$ cat config.mk
export PLATFORM = sky130hd
export DESIGN_NAME = writing_index_score
export DESIGN_NICKNAME = d
export VERILOG_FILES = /design/src/rtl/writing_index_score.sv
export SDC_FILE = /design/constraint.sdc
export NUM_CORES = 1
export LEC_CHECK = 0
export CORE_MARGIN = 2
export CORE_UTILIZATION = 30
export DETAILED_ROUTE_END_ITERATION = 16
export MAX_ROUTING_LAYER = met4
export SLEW_MARGIN = 20
export SYNTH_ARGS = -nofsm -noshare
export SYNTH_HDL_FRONTEND = slang
export SYNTH_SLANG_ARGS = --single-unit
$ cat constraint.sdc
create_clock -name clk -period 3.65 [get_ports clk]
set_input_delay 1.095 -clock clk [delete_from_list [all_inputs] [get_ports clk]]
set_output_delay 1.095 -clock clk [all_outputs]
set_load 0.1 [all_outputs]
$ cat src/rtl/writing_index_score.sv
// Score RAM write port for the NW datapath: optional gap init, then cell fill.
// Define WRITE_INIT_EN to write row 0 / column 0 from GAP in this block.
module writing_index_score #(
   parameter int N           = 128,
   parameter int BitAddr     = $clog2(N+1),
   parameter int addr_lenght = $clog2(((N+1)*(N+1))-1),
   parameter int SCORE_W     = 16,
   parameter int GAP         = -1
) (
   input  logic               clk,
   input  logic               rst,
   input  logic               start,
   input  logic [SCORE_W-1:0] score_in,
   input  logic               score_valid,
   output logic               score_ready,
   output logic [BitAddr:0]   i,
   output logic [BitAddr:0]   j,
   output logic               wr_en,
   output logic [addr_lenght:0] wr_addr,
   output logic [SCORE_W-1:0] wr_data,
   output logic               busy,
   output logic               done
);

   localparam int IW = BitAddr + 1;
   localparam int AW = addr_lenght + 1;
   localparam logic [IW-1:0] LAST = IW'(N - 1);

   typedef enum logic [2:0] {
      IDLE, INIT_ROW, INIT_COL, FILL, DONE
   } state_t;

   state_t            state_q, state_d;
   logic [IW-1:0]     i_q, i_d, j_q, j_d;
   logic              rdy_q, rdy_d;
   logic              wr_q, wr_d;
   logic [AW-1:0]     addr_q, addr_d;
   logic [SCORE_W-1:0] data_q, data_d;
   logic              busy_q, busy_d;
   logic              done_q, done_d;
   logic              xfer;

`ifdef WRITE_INIT_EN
   logic [IW-1:0]     cnt_q, cnt_d;
`else
   localparam int unused_gap = GAP;
`endif

   assign xfer = score_valid & rdy_q;

   always_comb begin
      state_d = state_q;
      i_d     = i_q;
      j_d     = j_q;
      rdy_d   = rdy_q;
      wr_d    = 1'b0;
      addr_d  = addr_q;
      data_d  = data_q;
      done_d  = 1'b0;
`ifdef WRITE_INIT_EN
      cnt_d   = cnt_q;
`endif
      unique case (state_q)
         IDLE: begin
            if (start) begin
               i_d = '0;
               j_d = '0;
`ifdef WRITE_INIT_EN
               state_d = INIT_ROW;
               wr_d    = 1'b1;
               addr_d  = '0;
               data_d  = '0;
               cnt_d   = '0;
`else
               state_d = FILL;
               rdy_d   = 1'b1;
`endif
            end
         end
`ifdef WRITE_INIT_EN
         INIT_ROW: begin
            wr_d = 1'b1;
            if (cnt_q == IW'(N)) begin
               state_d = INIT_COL;
               cnt_d   = IW'(1);
               addr_d  = AW'(N + 1);
               data_d  = SCORE_W'(GAP);
            end else begin
               cnt_d  = cnt_q + IW'(1);
               addr_d = AW'(int'(cnt_q) + 1);
               data_d = SCORE_W'((int'(cnt_q) + 1) * GAP);
            end
         end
         INIT_COL: begin
            if (cnt_q == IW'(N)) begin
               state_d = FILL;
               rdy_d   = 1'b1;
            end else begin
               wr_d   = 1'b1;
               cnt_d  = cnt_q + IW'(1);
               addr_d = AW'((int'(cnt_q) + 1) * (N + 1));
               data_d = SCORE_W'((int'(cnt_q) + 1) * GAP);
            end
         end
`endif
         FILL: begin
            if (xfer) begin
               wr_d   = 1'b1;
               addr_d = AW'((int'(j_q) + 1) + (N + 1) * (int'(i_q) + 1));
               data_d = score_in;
               // last cell keeps i,j parked at N-1
               if (i_q == LAST && j_q == LAST) begin
                  state_d = DONE;
                  rdy_d   = 1'b0;
               end else if (j_q == LAST) begin
                  j_d = '0;
                  i_d = i_q + IW'(1);
               end else begin
                  j_d = j_q + IW'(1);
               end
            end
         end
         DONE: begin
            state_d = IDLE;
            done_d  = 1'b1;
         end
         default: state_d = IDLE;
      endcase
      busy_d = (state_d != IDLE);
   end

   always_ff @(posedge clk or negedge rst) begin
      if (!rst) begin
         state_q <= IDLE;
         i_q     <= '0;
         j_q     <= '0;
         rdy_q   <= 1'b0;
         wr_q    <= 1'b0;
         addr_q  <= '0;
         data_q  <= '0;
         busy_q  <= 1'b0;
         done_q  <= 1'b0;
`ifdef WRITE_INIT_EN
         cnt_q   <= '0;
`endif
      end else begin
         state_q <= state_d;
         i_q     <= i_d;
         j_q     <= j_d;
         rdy_q   <= rdy_d;
         wr_q    <= wr_d;
         addr_q  <= addr_d;
         data_q  <= data_d;
         busy_q  <= busy_d;
         done_q  <= done_d;
`ifdef WRITE_INIT_EN
         cnt_q   <= cnt_d;
`endif
      end
   end

   assign score_ready = rdy_q;
   assign i           = i_q;
   assign j           = j_q;
   assign wr_en       = wr_q;
   assign wr_addr     = addr_q;
   assign wr_data     = data_q;
   assign busy        = busy_q;
   assign done        = done_q;

endmodule

Yosys cells after proc, flatten, opt, wreduce, memory -nomap -nowiden
Cells that the tools add are included.
- bitwise logic cells: 1
- reductions and logical operators: 8
- multiplexer cells: 20
- add/sub/neg operators: 5
- multiply operators: 1
- equality and inequality tests: 9
- operators with widths (operator ; count):
    9-bit 2-to-1 mux ; 7
    9-bit case mux with 2 select lines ; 2
    9-bit by 1-bit adder with 10-bit output (second input constant) ; 2
    9-bit by 1-bit adder with 9-bit output (second input constant) ; 2
    9-bit by 7-bit == test with 1-bit output (second input constant) ; 2
    10-bit by 16-bit adder with 16-bit output ; 1
    8-bit by 10-bit multiplier with 16-bit output (first input constant) ; 1
    2-bit != test (second input constant) ; 5
    3-bit 2-to-1 mux ; 3
    4-bit AND reduction ; 2
    1-bit 2-to-1 mux ; 6
    3-bit case mux with 2 select lines ; 1
    5-bit AND reduction ; 1
    3-bit by 2-bit == test with 1-bit output (second input constant) ; 1
    3-bit == test (second input constant) ; 1
    3-bit logical NOT ; 1
    3-bit nonzero test ; 1
    1-bit case mux with 2 select lines ; 1
    2-bit AND reduction ; 1
    2-bit nonzero test ; 1
    1-bit AND ; 1
    1-bit logical AND ; 1
- flip-flop bits (word level): 57
- output and inout bits: 54
- input bits: 20
- word-level logic and storage cells: 53

Depth between registers and ports, before layout
Gate-level depths: netlist of the first run.
- word-level depth: 6
- gate-level depth with buffers: 19
- gate-level depth less buffers: 17

Worst setup path after synthesis of the first run
Ideal clock, no wire load.
- path type: flip-flop to flip-flop
- start point: register i_q[0], in the netlist i[0]
- end point: register addr_q[15], in the netlist wr_addr[15]
- clock period less this slack: 4.699 ns
- slack: -1.049 ns
- path buffers: 1
- library setup time: 0.066 ns
- cell stages (with the launch flop): 18
- data required time: 3.584 ns
- data arrival time: 4.633 ns
- path through: dfrtp_1 ha_1 and4_2 nand2_1 xnor2_1 ha_1 ha_1 ha_1 inv_1 fa_1 inv_1 ha_1 clkbuf_1 nand3_1 a211o_1 a211o_1 mux2_4 nand2_1
- cells in the longest elaborated chain, start to end: 3
- ends and longest elaborated chain (element ; line ; RTL):
    start: declaration ; 34 ; logic [IW-1:0] i_q, i_d, j_q, j_d;
    start signal: assignment ; 148 ; i_q <= i_d;
    9-bit by 1-bit adder with 10-bit output ; 109 ; addr_d = AW'((int'(j_q) + 1) + (N + 1) * (int'(i_q) + 1));
    8-bit by 10-bit multiplier with 16-bit output ; 109 ;
    10-bit by 16-bit adder with 16-bit output ; 109 ;
    end signal: assignment ; 152 ; addr_q <= addr_d;
    end: declaration ; 37 ; logic [AW-1:0] addr_q, addr_d;
No other way between the ends.
A chain may end at the register's enable or synchronous reset.

Worst setup path after layout of the first run
Ends and elaborated chain as after synthesis.

==> run metrics, run 1 <==
status finished, violations left; failing checks negative setup slack; P_leak 0.00256 uW; P&R area growth vs syn 53.2%; switching power 1790 uW; IO Port Bufs 73; chip height ~110 um; synthesized area 0.00348 mm^2; Yosys top cell by area dfrtp_1; power share of the clock group ~23%; initial antenna violation count 0; ANT cells 0; Syn Inst Count 381; cell-internal power 1620 uW; max frequency around 270 MHz; layout cells sized above 1 between 30% and 40%; Post-synth EDFFs 0; CTS Buffer Depth 2; Min Clock Period, post-route 3700 ps; number of remaining DRC errors 0; Starting Density a little under a third; non-filler cells, final 653; synth unique cells 49; final hold vios 0; pwr dens 639 mW/mm^2; critical path peak fanout 4; RSZ-0062 raised after global routing true; worst slack at placement -245 ps; Tot GR Track Use 15.7%; wire length per cell 14.4 um; switching share of total power around 52%; Cells after DPL 625; #FFs+latches synth 57; Sequential Power Share 25.7%; DP HPWL between 6000 and 7000 um; final WL roughly 9400 um; DP Area 0.00461 mm^2; drt pass-1 iters 4; Avg Vias per Cell 4.82; core area roughly 0.011 mm^2; Setup Crit Path Kind reg -> reg; H-tree depth 3; Design Area, Final 0.00533 mm^2; Slew headroom 53.0%; Overflow after GRT 0; Post-Syn Nets 445; TritonCTS clock tree built; number of global-route vias before repair 3,061; fillers 1,068; crit path DAT 3970 ps; fin nets 569; Worst-path clk slew 60 ps; Synth async-reset ratio 100%; Rows 39; die width 112 um; final setup margin -48.6 ps; Post-DRT Antenna Nets 0; Post-CTS Hold Buffers 0; ys flop type dfrtp_1; die area 0.0125 mm^2; Synth area leaders dfrtp_1, ha_1, nand2_1; crit path launch type register; Worst IR Drop VDD roughly 0.55 mV; post-synth top area share 41.0%; Clock Skew 4.88 ps; Clk Latency, worst-skew pair 330 ps; largest net degree at the start of global routing 50; Avg Inst Size Synth 9.13 um^2; Iteration-0 DRC Markers 162; maxcap violations 0; Worst-Margin Slew 706 ps; Logic pwr share 51.2%; # IOs 74; gp weighted congestion 0.860; first-pass GRT wire length 15,200 um; setup-violating endpoint count in the final report 2; CTS Root Cell clkbuf_16; Slew Viols, Final 0; Seq/Total Area, Yosys 41.0%; # clock sinks 57; CTS buffer count 9; vias 3,148; YS warnings 0; Hold WC Path Type reg -> reg; final worst-path cycle share 101%; Critical Path Sink Type register; required time worst endpoint 3920 ps
## state kept, by name, summed over array words and instances, names as in the netlist
| signal | cells |
|---|---|
| state_q | 3 |
| wr_addr | 16 |
| busy | 1 |
| j | 9 |
| wr_data | 16 |
| score_ready | 1 |
| wr_en | 1 |
| done | 1 |
| i | 9 |
## power groups by stage
stage | combinational, uW | clock (uW) | sequential (uW)
3_5_place_dp | 1720 | 0 | 888
3_3_place_gp | 1710 | 0 | 881
5_1_grt | 1830 | 841 | 897
4_1_cts | 1740 | 809 | 879
6_report | 1740 | 788 | 875
2_1_floorplan | 307 | 0 | 1910
## worst max-delay path, stage by stage, from the launching register on
cell and delay (ps):
dfrtp_4 430, ha_4 150, and4_4 250, nand2_4 70
xnor2_4 190, ha_4 230, ha_4 250, ha_4 270
fa_2 440, ha_4 310, nand2_2 60, a211o_1 290
a211o_1 340, mux2_4 310, nand2_2 50
## metrics by stage
stage | util (%) | hold WS (ps) | power (uW) | setup TNS, ps
2_1_floorplan | - | 464 | 2210 | -1360
5_1_grt | 46.9 | 499 | 3560 | -640
6_report | 46.9 | 478 | 3410 | -66.5
3_5_place_dp | 40.6 | 464 | 2610 | -853
4_1_cts | 44.5 | 484 | 3420 | -37.3
3_3_place_gp | 40.6 | 463 | 2590 | -325
## cell usage after synthesis (3+ instances only)
cell type,count
nand2_1,95
dfrtp_1,57
ha_1,40
o21ai_0,33
nor2_1,21
inv_1,19
nand3_1,13
xnor2_1,8
a21oi_1,7
xor2_1,7
buf_2,6
nor3_1,5
o31ai_1,5
a211oi_1,4
a21o_1,4
clkbuf_1,4
fa_1,4
nand2b_1,4
a31oi_1,3
and3_1,3
buf_1,3
nand4_1,3
nor2b_1,3
o21a_1,3
## placed cells by master (no fill, tap or decap), drive strengths merged, types with 5 or more instances in the layout
cell type / Yosys / layout
nor2: 21 / 21
clkbuf: 5 / 9
nand2: 95 / 95
dfrtp: 57 / 57
inv: 19 / 20
ha: 40 / 40
and3: 5 / 5
buf: 11 / 111
o31ai: 5 / 5
xor2: 7 / 7
clkdlybuf4s50: 0 / 18
xnor2: 9 / 9
a21oi: 7 / 7
o21ai: 33 / 33
nand3: 13 / 13
nor3: 5 / 5
## cell families after synthesis
family | count (synthesis) | share of synthesized area (%)
mux | 2 | 0.756
compound gates | 68 | 12.1
buf+inv | 35 | 4.35
fa+ha+maj | 44 | 16.7
simple gates | 159 | 20.5
xor+xnor | 16 | 4.57
flops | 57 | 41.0
## final timing paths
check | startpoint | end | slack, ps | cells after the start
worst max register to register | i[0] | wr_addr[15] | -50 | 14
min in group asynchronous | rst | wr_addr[8] | 810 | 1
worst min register to register | wr_data[14] | wr_data[14] | 480 | 2
worst min-delay path | wr_data[14] | wr_data[14] | 480 | 2
worst max-delay path | i[0] | wr_addr[15] | -50 | 14
max in group asynchronous | rst | i[0] | 2110 | 2
## layer usage
layer / vias up / track usage, % / wire (um)
met3: 12 / 3.86 / 407
met2: 60 / 24.6 / 4570
met5: - / - / 0
met4: 0 / 3.95 / 134
met1: 1528 / 20.4 / 4310
li1: 1548 / - / -
## layout make-up
type	instances	area, um^2	share of cell area, %
multi-input combinational	289	2320	43.6
clock inverter	7	55.1	1.03
sequential	57	1450	27.2
inverter	19	71.3	1.34
clock buffer	9	225	4.23
tap	143	179	3.36
timing repair buffer	129	1020	19.2
## repair_timing
action,in CTS,in global routing
cloned,0,0
endpoints found under the hold margin,0,0
setup buffers,4,8
pin swaps,20,26
setup endpoints to repair,6,8
gates resized for setup,20,32
Note: power is estimated with default switching activity, not from simulation.
==> run 2: changes to the inputs <==
--- a/config.mk
+++ b/config.mk
@@ -5,10 +5,10 @@
 export SDC_FILE = /design/constraint.sdc
 export NUM_CORES = 1
 export LEC_CHECK = 0
-export CORE_MARGIN = 2
 export CORE_UTILIZATION = 30
 export DETAILED_ROUTE_END_ITERATION = 16
 export MAX_ROUTING_LAYER = met4
+export RECOVER_POWER = 50
 export SLEW_MARGIN = 20
 export SYNTH_ARGS = -nofsm -noshare
 export SYNTH_HDL_FRONTEND = slang
==> run metrics, run 2 (synthesis results as in run 1) <==
number of global-route vias before repair 3,077; final worst-path cycle share 102%; maxcap violations 1; H-tree depth 3; Clk Latency, worst-skew pair roughly 320 ps; initial antenna violation count 0; Avg Vias per Cell 4.80; Post-DRT Antenna Nets 0; required time worst endpoint 3910 ps; chip height around 110 um; worst hold slack 475 ps; Hold WC Path Type reg -> reg; Clock Skew 6.11 ps; max frequency roughly 270 MHz; Worst IR Drop VDD between 0.4 and 0.5 mV; final hold vios 0; crit path launch type register; vias 3,113; RSZ-0062 raised after global routing true; crit path DAT 3980 ps; register area 0.00145 mm^2; CTS buffer count 9; core area 0.0111 mm^2; non-filler cells, final 649; area occupied by multi-input gates 0.00224 mm^2; fillers 1,037; CTS Root Cell clkbuf_16; commonest non-fill, non-tap cell in the layout nand2_1; status finished, violations left; Min Clock Period, post-route 3720 ps; CTS Buffer Depth 2; Worst-path clk slew roughly 60 ps; Slew headroom -55.5%; die area 0.0120 mm^2; layout cells sized above 1 around 32%; gp weighted congestion 0.878; Tot GR Track Use 16.7%; Critical Path Sink Type register; ANT cells 0; setup-violating endpoint count in the final report 2; failing checks max-capacitance violations, max-slew violations, negative setup slack; Design Power 3340 uW; drt pass-1 iters 4; final setup margin -67.5 ps; fin nets 568; critical path peak fanout 3; final WL 9280 um; # clock sinks 57; Worst-Margin Slew 2330 ps; TritonCTS clock tree built; Setup Crit Path Kind reg -> reg; Overflow after GRT 0; Rows 38; Starting Density 31.4%; Iteration-0 DRC Markers 128; IO Port Bufs 73; P&R area growth vs syn 47.9%; most frequent cells in the layout nand2_1, buf_4, dfrtp_1; number of remaining DRC errors 0; P_leak 0.00248 uW; Slew Viols, Final 45; wire length per cell 14.3 um; DP HPWL 6500 um; # IOs 74; Cells after DPL between 600 and 700; first-pass GRT wire length 14,900 um; die width 110 um; Post-CTS Hold Buffers 0; pwr dens between 600 and 700 mW/mm^2; largest net degree at the start of global routing 50
[run 2: worst max-delay path, cell delays in order (launching register included)]
cell and delay [ps]:
dfrtp_4 500, ha_4 170, and4_4 200, nand2_4 80, xnor2_4 130, ha_4 230
ha_4 270, ha_4 120, inv_2 30, fa_1 510, inv_2 50, ha_4 270
nand3_2 100, a211o_1 290, a211o_1 340, mux2_4 300, nand2_1 50
[run 2: cell type report]
cell class,count,share of cell area [%]
clock buffer,10,4.65
inverter,19,1.39
tap,140,3.41
clock inverter,6,0.852
sequential,57,28.2
timing repair buffer,128,17.9
multi-input combinational,289,43.6
[run 2: final timing paths]
| kind | from | endpoint | slack [ps] | depth (start not counted) |
|---|---|---|---|---|
| max | i[1] | wr_addr[15] | -70 | 16 |
| min | wr_data[8] | wr_data[8] | 480 | 2 |
| min in group asynchronous | rst | wr_data[11] | 1470 | 1 |
| min reg2reg | wr_data[8] | wr_data[8] | 480 | 2 |
| max reg2reg | i[1] | wr_addr[15] | -70 | 16 |
| max in group asynchronous | rst | i[3] | 790 | 2 |
[run 2: metrics by stage]
step	util [%]	setup slack (ps)	cell area, um^2	setup TNS [ps]
CTS	46.2	-18.9	5120	-26.7
detailed placement	41.6	-194	4600	-665
finish	46.4	-67.5	5140	-97.6
global placement	41.6	-149	4600	-396
floorplan	-	-452	3610	-1360
global route	46.4	-172	5140	-796
[run 2: routing by layer]
metal  GRT usage (%)  wire [um]  vias up
li1                -          -     1545
met1            21.7       4260     1506
met2            26.5       4600       54
met3            2.79        309        8
met4            5.81        112        0
met5               -          0        -
[run 2: repair_timing]
action                                  in CTS  in global routing
endpoints found under the setup margin       5                  8
gates resized for setup                     27                 17
pin swaps                                   18                 23
setup buffers                                7                  6
[run 2: where the power goes]
group | internal (uW) | leakage [uW] | switching, uW | total [uW]
logic | 306 | 0.00161 | 1370 | 1680
registers | 786 | 0.000741 | 88.7 | 875
clock network | 477 | 0.000127 | 306 | 783
==> run 3: changes to the inputs <==
--- a/config.mk
+++ b/config.mk
@@ -8,6 +8,7 @@
 export CORE_UTILIZATION = 30
 export DETAILED_ROUTE_END_ITERATION = 16
 export MAX_ROUTING_LAYER = met4
+export PLACE_DENSITY = 0.6
 export RECOVER_POWER = 50
 export SLEW_MARGIN = 20
 export SYNTH_ARGS = -nofsm -noshare
==> results of run 3 <==
No change in the layout: final DEF, timing and power equal those of run 2.
==> variant 1 (flow settings as in run 1) <==
Re-encode `state_t` (5 states) as Gray code, 3 bits wide.
--- a/src/rtl/writing_index_score.sv
+++ b/src/rtl/writing_index_score.sv
@@ -28,5 +28,5 @@
 
    typedef enum logic [2:0] {
-      IDLE, INIT_ROW, INIT_COL, FILL, DONE
+      IDLE = 3'b000, INIT_ROW = 3'b001, INIT_COL = 3'b011, FILL = 3'b010, DONE = 3'b110
    } state_t;
 
Behaviour: no difference found for any inputs over 10 cycles, from zero or initial values and one cycle with rst low; not proved beyond that.
==> variant 1 against run 1 <==
- the flow still finishes with violations (negative setup slack)
- cell count increased by 2.0%
- area after synthesis increased by 3.6%
- sequential cell count unchanged
- cell area decreased by 0.56%
- setup slack got worse by 0.12 ns
- wire length decreased by 0.85%
- worst hold slack improved by 0.00059 ns
- clock skew increased by 0.0019 ns
- largest cell class unchanged
Power is not compared: it rests on default switching activity, and its combinational part moved more than twofold at a synthesized area within 25%.
==> variant 1: results (changes against run 1) <==
status: finished with violations (unchanged)
failing checks: negative setup slack (unchanged)
clock skew after layout: 0.006776 ns (was 0.004875 ns)
CP max stage delay: 0.52 ns (was 0.44 ns)
count of inverters not on the clock network in the layout: 20 (was 19)
total wire length: 9334 µm (was 9414 µm)
post-synthesis net count: 454 (was 445)
via count of the first global-routing pass: 3,233 (was 3,061)
parity-gate share of the synthesized area counting xor and xnor cells: 3.403% (was 4.570%)
top cells by area in the synthesized netlist: sky130_fd_sc_hd__dfrtp_1 (40%), sky130_fd_sc_hd__ha_1 (14%), sky130_fd_sc_hd__nand2_1 (8.5%) (was sky130_fd_sc_hd__dfrtp_1 (41%), sky130_fd_sc_hd__ha_1 (14%), sky130_fd_sc_hd__nand2_1 (10%))
average cell area after synthesis: 9.240 µm² (was 9.126 µm²)
most frequent cells after synthesis: sky130_fd_sc_hd__nand2_1 (82), sky130_fd_sc_hd__dfrtp_1 (57), sky130_fd_sc_hd__ha_1 (40) (was sky130_fd_sc_hd__nand2_1 (95), sky130_fd_sc_hd__dfrtp_1 (57), sky130_fd_sc_hd__ha_1 (40))
H-tree Lvls: 3 (unchanged)
Seq/total area: 27.35% (was 27.24%)
fraction of layout cells with a size suffix above 1: 36.22% (was 38.63%)
number of setup violations in the final report: 6 (was 2)
sequential fraction of the synthesis area: 39.58% (was 41.02%)
fraction of the mapped netlist area in adder cells: 16.11% (was 16.70%)
slowest cell on the critical path: sky130_fd_sc_hd__fa_1 (was sky130_fd_sc_hd__fa_2)
placeable core region: 11,860 µm² (was 11,370 µm²)
last weighted congestion value of the routability-driven placer: 0.8477 (was 0.8599)
placed cell count: 646 (was 625)
area fraction in compound gates after synthesis: 13.58% (was 12.05%)
Area after DPL: 4791 µm² (was 4614 µm²)
comb_multi_in: 297 (was 289)
Layout Cells excl Fill: 666 (was 653)
ClkCell Share: 5.810% (was 5.261%)
Post-CTS Setup Repair Bufs: 3 (was 4)
via count normalized by instance count: 4.838 (was 4.821)
count of distinct cell types in the synthesized netlist: 64 (was 49)
fraction of synthesized area in multiplexers: 1.528% (was 0.7557%)
pin slew with the least headroom to its limit: 0.5641 ns (was 0.7057 ns)
TNS Setup: -0.6228 ns (was -0.06647 ns)
static leakage: 2.636 nW
fraction of registers with async set or reset after synthesis: 100.0% (unchanged)
multi-input logic portion of the cell area: 42.63% (was 43.61%)
HPWL after detailed placement: 7048 µm (was 6701 µm)
maximum number of pins on one net before global-route repair: 43 (was 50)
NonClk Buf Share: 19.27% (was 19.19%)
Post-layout nets: 578 (was 569)
number of filler instances in the final layout: 1,143 (was 1,068)
worst-case setup slack after placement: -0.3425 ns (was -0.2452 ns)
total track usage: 15.73% (was 15.67%)
clock insertion delay at the later pin of the skew report: 0.33 ns (about the same)
drt first-iter violations: 84 (was 162)
final setup margin: -0.1691 ns (was -0.04856 ns)
clock tree buffer count of the final layout: 12 (was 9)
number of diodes: 0 (unchanged)
data arrival time of the critical path: 4.06 ns (was 3.97 ns)
## variant 1: metal layers
layer  track usage [%]  vias up  routed length (µm)
li1                  -     1618                   -
met1             19.60     1529                4306
met2             25.75       66                4519
met3             3.666        9                 425
met4             4.390        0                  82
met5                 -        -                   0
## variant 1: final timing paths
path | from | endpoint | slack, ns | cells past startpoint
worst min-delay path | wr_data[11] | wr_data[11] | 0.48 | 2
min in group asynchronous | rst | done | 0.75 | 1
max in group asynchronous | rst | wr_data[12] | 2.31 | 2
worst max register to register | i[1] | wr_addr[12] | -0.17 | 17
worst max-delay path | i[1] | wr_addr[12] | -0.17 | 17
worst min register to register | wr_data[11] | wr_data[11] | 0.48 | 2
## variant 1: worst reg2reg max path, stage by stage, from the launching register on
cell,delay [ns]
sky130_fd_sc_hd__dfrtp_4,0.44
sky130_fd_sc_hd__ha_4,0.13
sky130_fd_sc_hd__and4_1,0.19
sky130_fd_sc_hd__nand4_1,0.14
sky130_fd_sc_hd__xnor2_2,0.24
sky130_fd_sc_hd__ha_4,0.17
sky130_fd_sc_hd__ha_4,0.19
sky130_fd_sc_hd__ha_4,0.25
sky130_fd_sc_hd__inv_2,0.03
sky130_fd_sc_hd__fa_1,0.52
sky130_fd_sc_hd__inv_2,0.05
sky130_fd_sc_hd__ha_4,0.25
sky130_fd_sc_hd__a211o_1,0.27
sky130_fd_sc_hd__o221ai_2,0.14
sky130_fd_sc_hd__a21oi_2,0.07
sky130_fd_sc_hd__o21a_1,0.20
sky130_fd_sc_hd__or3_1,0.30
sky130_fd_sc_hd__a31oi_1,0.14
## variant 1: power by group
group / total, mW / switching, mW / internal, mW
logic: 0.665 / 0.533 / 0.132
registers: 0.731 / 0.0382 / 0.693
clock network: 0.857 / 0.292 / 0.565
total: 2.25 / 0.864 / 1.39
==> variant 2 (flow settings as in run 1) <==
Made on the original files. Build with the macro `WRITE_INIT_EN` defined.
--- a/src/rtl/writing_index_score.sv
+++ b/src/rtl/writing_index_score.sv
@@ -1,4 +1,6 @@
 // Score RAM write port for the NW datapath: optional gap init, then cell fill.
 // Define WRITE_INIT_EN to write row 0 / column 0 from GAP in this block.
+`define WRITE_INIT_EN
+
 module writing_index_score #(
    parameter int N           = 128,
Behaviour: not the same (a bounded check fails within 4 cycles, from zero or initial values and one cycle with rst low).
==> variant 2 against run 1 <==
- the run still ends with negative setup slack left
- critical path depth grew 2
- synthesized cell count grew 44%
- total power fell by 46%
- cell area up 36%
- wire length grew 72%
- area after synthesis grew 46%
- sequential cell count is 9 higher
- clock skew increased by 0.0033 ns
- setup slack worse by 0.11 ns
- non-clock buffer count is 30 higher
- fmax down 3.0%
- largest cell class unchanged
- largest power group is now the clock network
==> variant 2: results (changes against run 1) <==
Worst slew margin: 43.72% (was 52.95%)
sequential fraction of the synthesis area: 32.55% (was 41.02%)
data arrival time of the critical path: 4.04 ns (was 3.97 ns)
wire per inst: 17.69 µm (was 14.42 µm)
Min-Delay Startpoint: wr_data[5] (was wr_data[14])
drt first-iter violations: 305 (was 162)
last weighted congestion value of the routability-driven placer: 0.9001 (was 0.8599)
met1 demand-to-capacity share in global routing: 23.14% (was 20.42%)
maximum number of pins on one net before global-route repair: 35 (was 50)
highest fanout seen on the critical path: 2 (was 4)
Critical R2R Capture: wr_addr[13] (was wr_addr[15])
number of cells on the worst hold path: 2 (unchanged)
final setup margin: -0.1633 ns (was -0.04856 ns)
global-route wire length before repair: 26,140 µm (was 15,210 µm)
number of filler instances in the final layout: 1,596 (was 1,068)
HPWL after detailed placement: 11,850 µm (was 6701 µm)
status: finished with violations (unchanged)
via total after detailed routing: 4,797 (was 3,148)
worst hold endpoint: wr_data[5] (was wr_data[14])
count of distinct cell types in the synthesized netlist: 77 (was 49)
hold slack final: 0.4896 ns (was 0.4784 ns)
number of flip-flops and latches in the synthesized netlist: 66 (was 57)
failing checks: negative setup slack (unchanged)
M2 GR Usage: 32.19% (was 24.61%)
static leakage: 3.248 nW (was 2.564 nW)
post-synthesis net count: 623 (was 445)
total track usage: 18.99% (was 15.67%)
TritonRoute pass-1 iters: 6 (was 4)
met3 Use GR: 3.250% (was 3.865%)
TNS Setup: -0.3873 ns (was -0.06647 ns)
fraction of registers with async set or reset after synthesis: 100.0% (unchanged)
fraction of layout cells with a size suffix above 1: 35.87% (was 38.63%)
Area after DPL: 6332 µm² (was 4614 µm²)
top cells by area in the synthesized netlist: sky130_fd_sc_hd__dfrtp_1 (33%), sky130_fd_sc_hd__ha_1 (13%), sky130_fd_sc_hd__o21ai_0 (4.0%) (was sky130_fd_sc_hd__dfrtp_1 (41%), sky130_fd_sc_hd__ha_1 (14%), sky130_fd_sc_hd__nand2_1 (10%))
via count of the first global-routing pass: 4,924 (was 3,061)
startpoint of the worst register-to-register path: i[1] (was i[0])
clock insertion delay at the later pin of the skew report: 0.35 ns (was 0.33 ns)
clock skew after layout: 0.008205 ns (was 0.004875 ns)
number of setup violations in the final report: 4 (was 2)
most frequent cells after synthesis: sky130_fd_sc_hd__dfrtp_1 (66), sky130_fd_sc_hd__nand2_1 (53), sky130_fd_sc_hd__ha_1 (51) (was sky130_fd_sc_hd__nand2_1 (95), sky130_fd_sc_hd__dfrtp_1 (57), sky130_fd_sc_hd__ha_1 (40))
Num CTS Buffers: 9 (unchanged)
total wire length: 16,220 µm (was 9414 µm)
cell count after synthesis: 547 (was 381)
placed cell count: 874 (was 625)
worst-case vdd ir drop: 0.2083 mV (was 0.5528 mV)
R2R cell count: 16 (was 14)
Post-layout nets: 768 (was 569)
worst-case setup slack after placement: -0.4028 ns (was -0.2452 ns)
==> variant 2: cell types whose count changed after synthesis, sizes merged, moves of 11 or more <==
cell / delta
a21oi: +14
ha: +11
inv: +14
nand2: -41
nor2: +18
o21ai: +12
==> variant 2: critical path: stages, from the launching register on <==
cell                        delay, ns
sky130_fd_sc_hd__dfrtp_4         0.50
sky130_fd_sc_hd__buf_6           0.14
sky130_fd_sc_hd__nand2_4         0.06
sky130_fd_sc_hd__nor3_2          0.04
sky130_fd_sc_hd__xnor2_1         0.24
sky130_fd_sc_hd__inv_1           0.15
sky130_fd_sc_hd__ha_4            0.30
sky130_fd_sc_hd__ha_4            0.20
sky130_fd_sc_hd__ha_4            0.15
sky130_fd_sc_hd__fa_1            0.54
sky130_fd_sc_hd__ha_4            0.22
sky130_fd_sc_hd__a2111oi_4       0.35
sky130_fd_sc_hd__o21ai_2         0.12
sky130_fd_sc_hd__a31oi_2         0.16
sky130_fd_sc_hd__nor2_1          0.07
sky130_fd_sc_hd__xnor2_1         0.13
sky130_fd_sc_hd__a221o_1         0.32
==> variant 2: layer usage <==
layer	share of wire, %	routed length, µm
met3	3.8	613
met1	43	7018
met2	51	8206
met4	2.4	385
met5	0	0
==> variant 2: worst max-delay path by stage <==
stage / startpoint / to / slack (ns) / cells past startpoint
final: i[1] / wr_addr[13] / -0.16 / 16
after floorplan: i[1] / wr_addr[13] / -0.53 / 16
after detailed placement: i[1] / wr_addr[13] / -0.40 / 16
after global placement: i[1] / wr_addr[13] / -0.34 / 16
after CTS: i[0] / wr_addr[15] / -0.15 / 17
after global routing: i[1] / wr_addr[13] / -0.29 / 16
==> variant 2: cell families (layout without fill, tap and decap cells) <==
group,Yosys count,count (layout),share of synthesized area [%]
and+or+nand+nor,175,175,18.57
xor gates and xnor gates,33,33,6.732
muxes,1,1,0.2219
AOI/OAI and AO/OA,157,157,21.90
buffers and inverters,59,209,5.475
DFF,66,66,32.55
adders and majority gates,56,56,14.55
==> variant 2: timing repair <==
action / CTS / global route
buffers inserted: 25 / 9
gates resized for setup: 28 / 37
pin swaps: 23 / 33
endpoints found under the setup margin: 8 / 10
==> variant 2: area by class of cell <==
cell class	count	area, µm²	area share (%)
Clock inverter	3	46.29	0.6391
Tap cell	220	275.3	3.800
Inverter	34	127.6	1.762
Sequential cell	66	1677	23.15
Multi-Input combinational cell	422	3561	49.16
Timing Repair Buffer	159	1286	17.76
Clock buffer	13	270.3	3.731
==> variant 2: power breakdown <==
group	switching, mW	internal, mW
registers	0.00941	0.736
logic	0.0997	0.0698
clock network	0.341	0.586
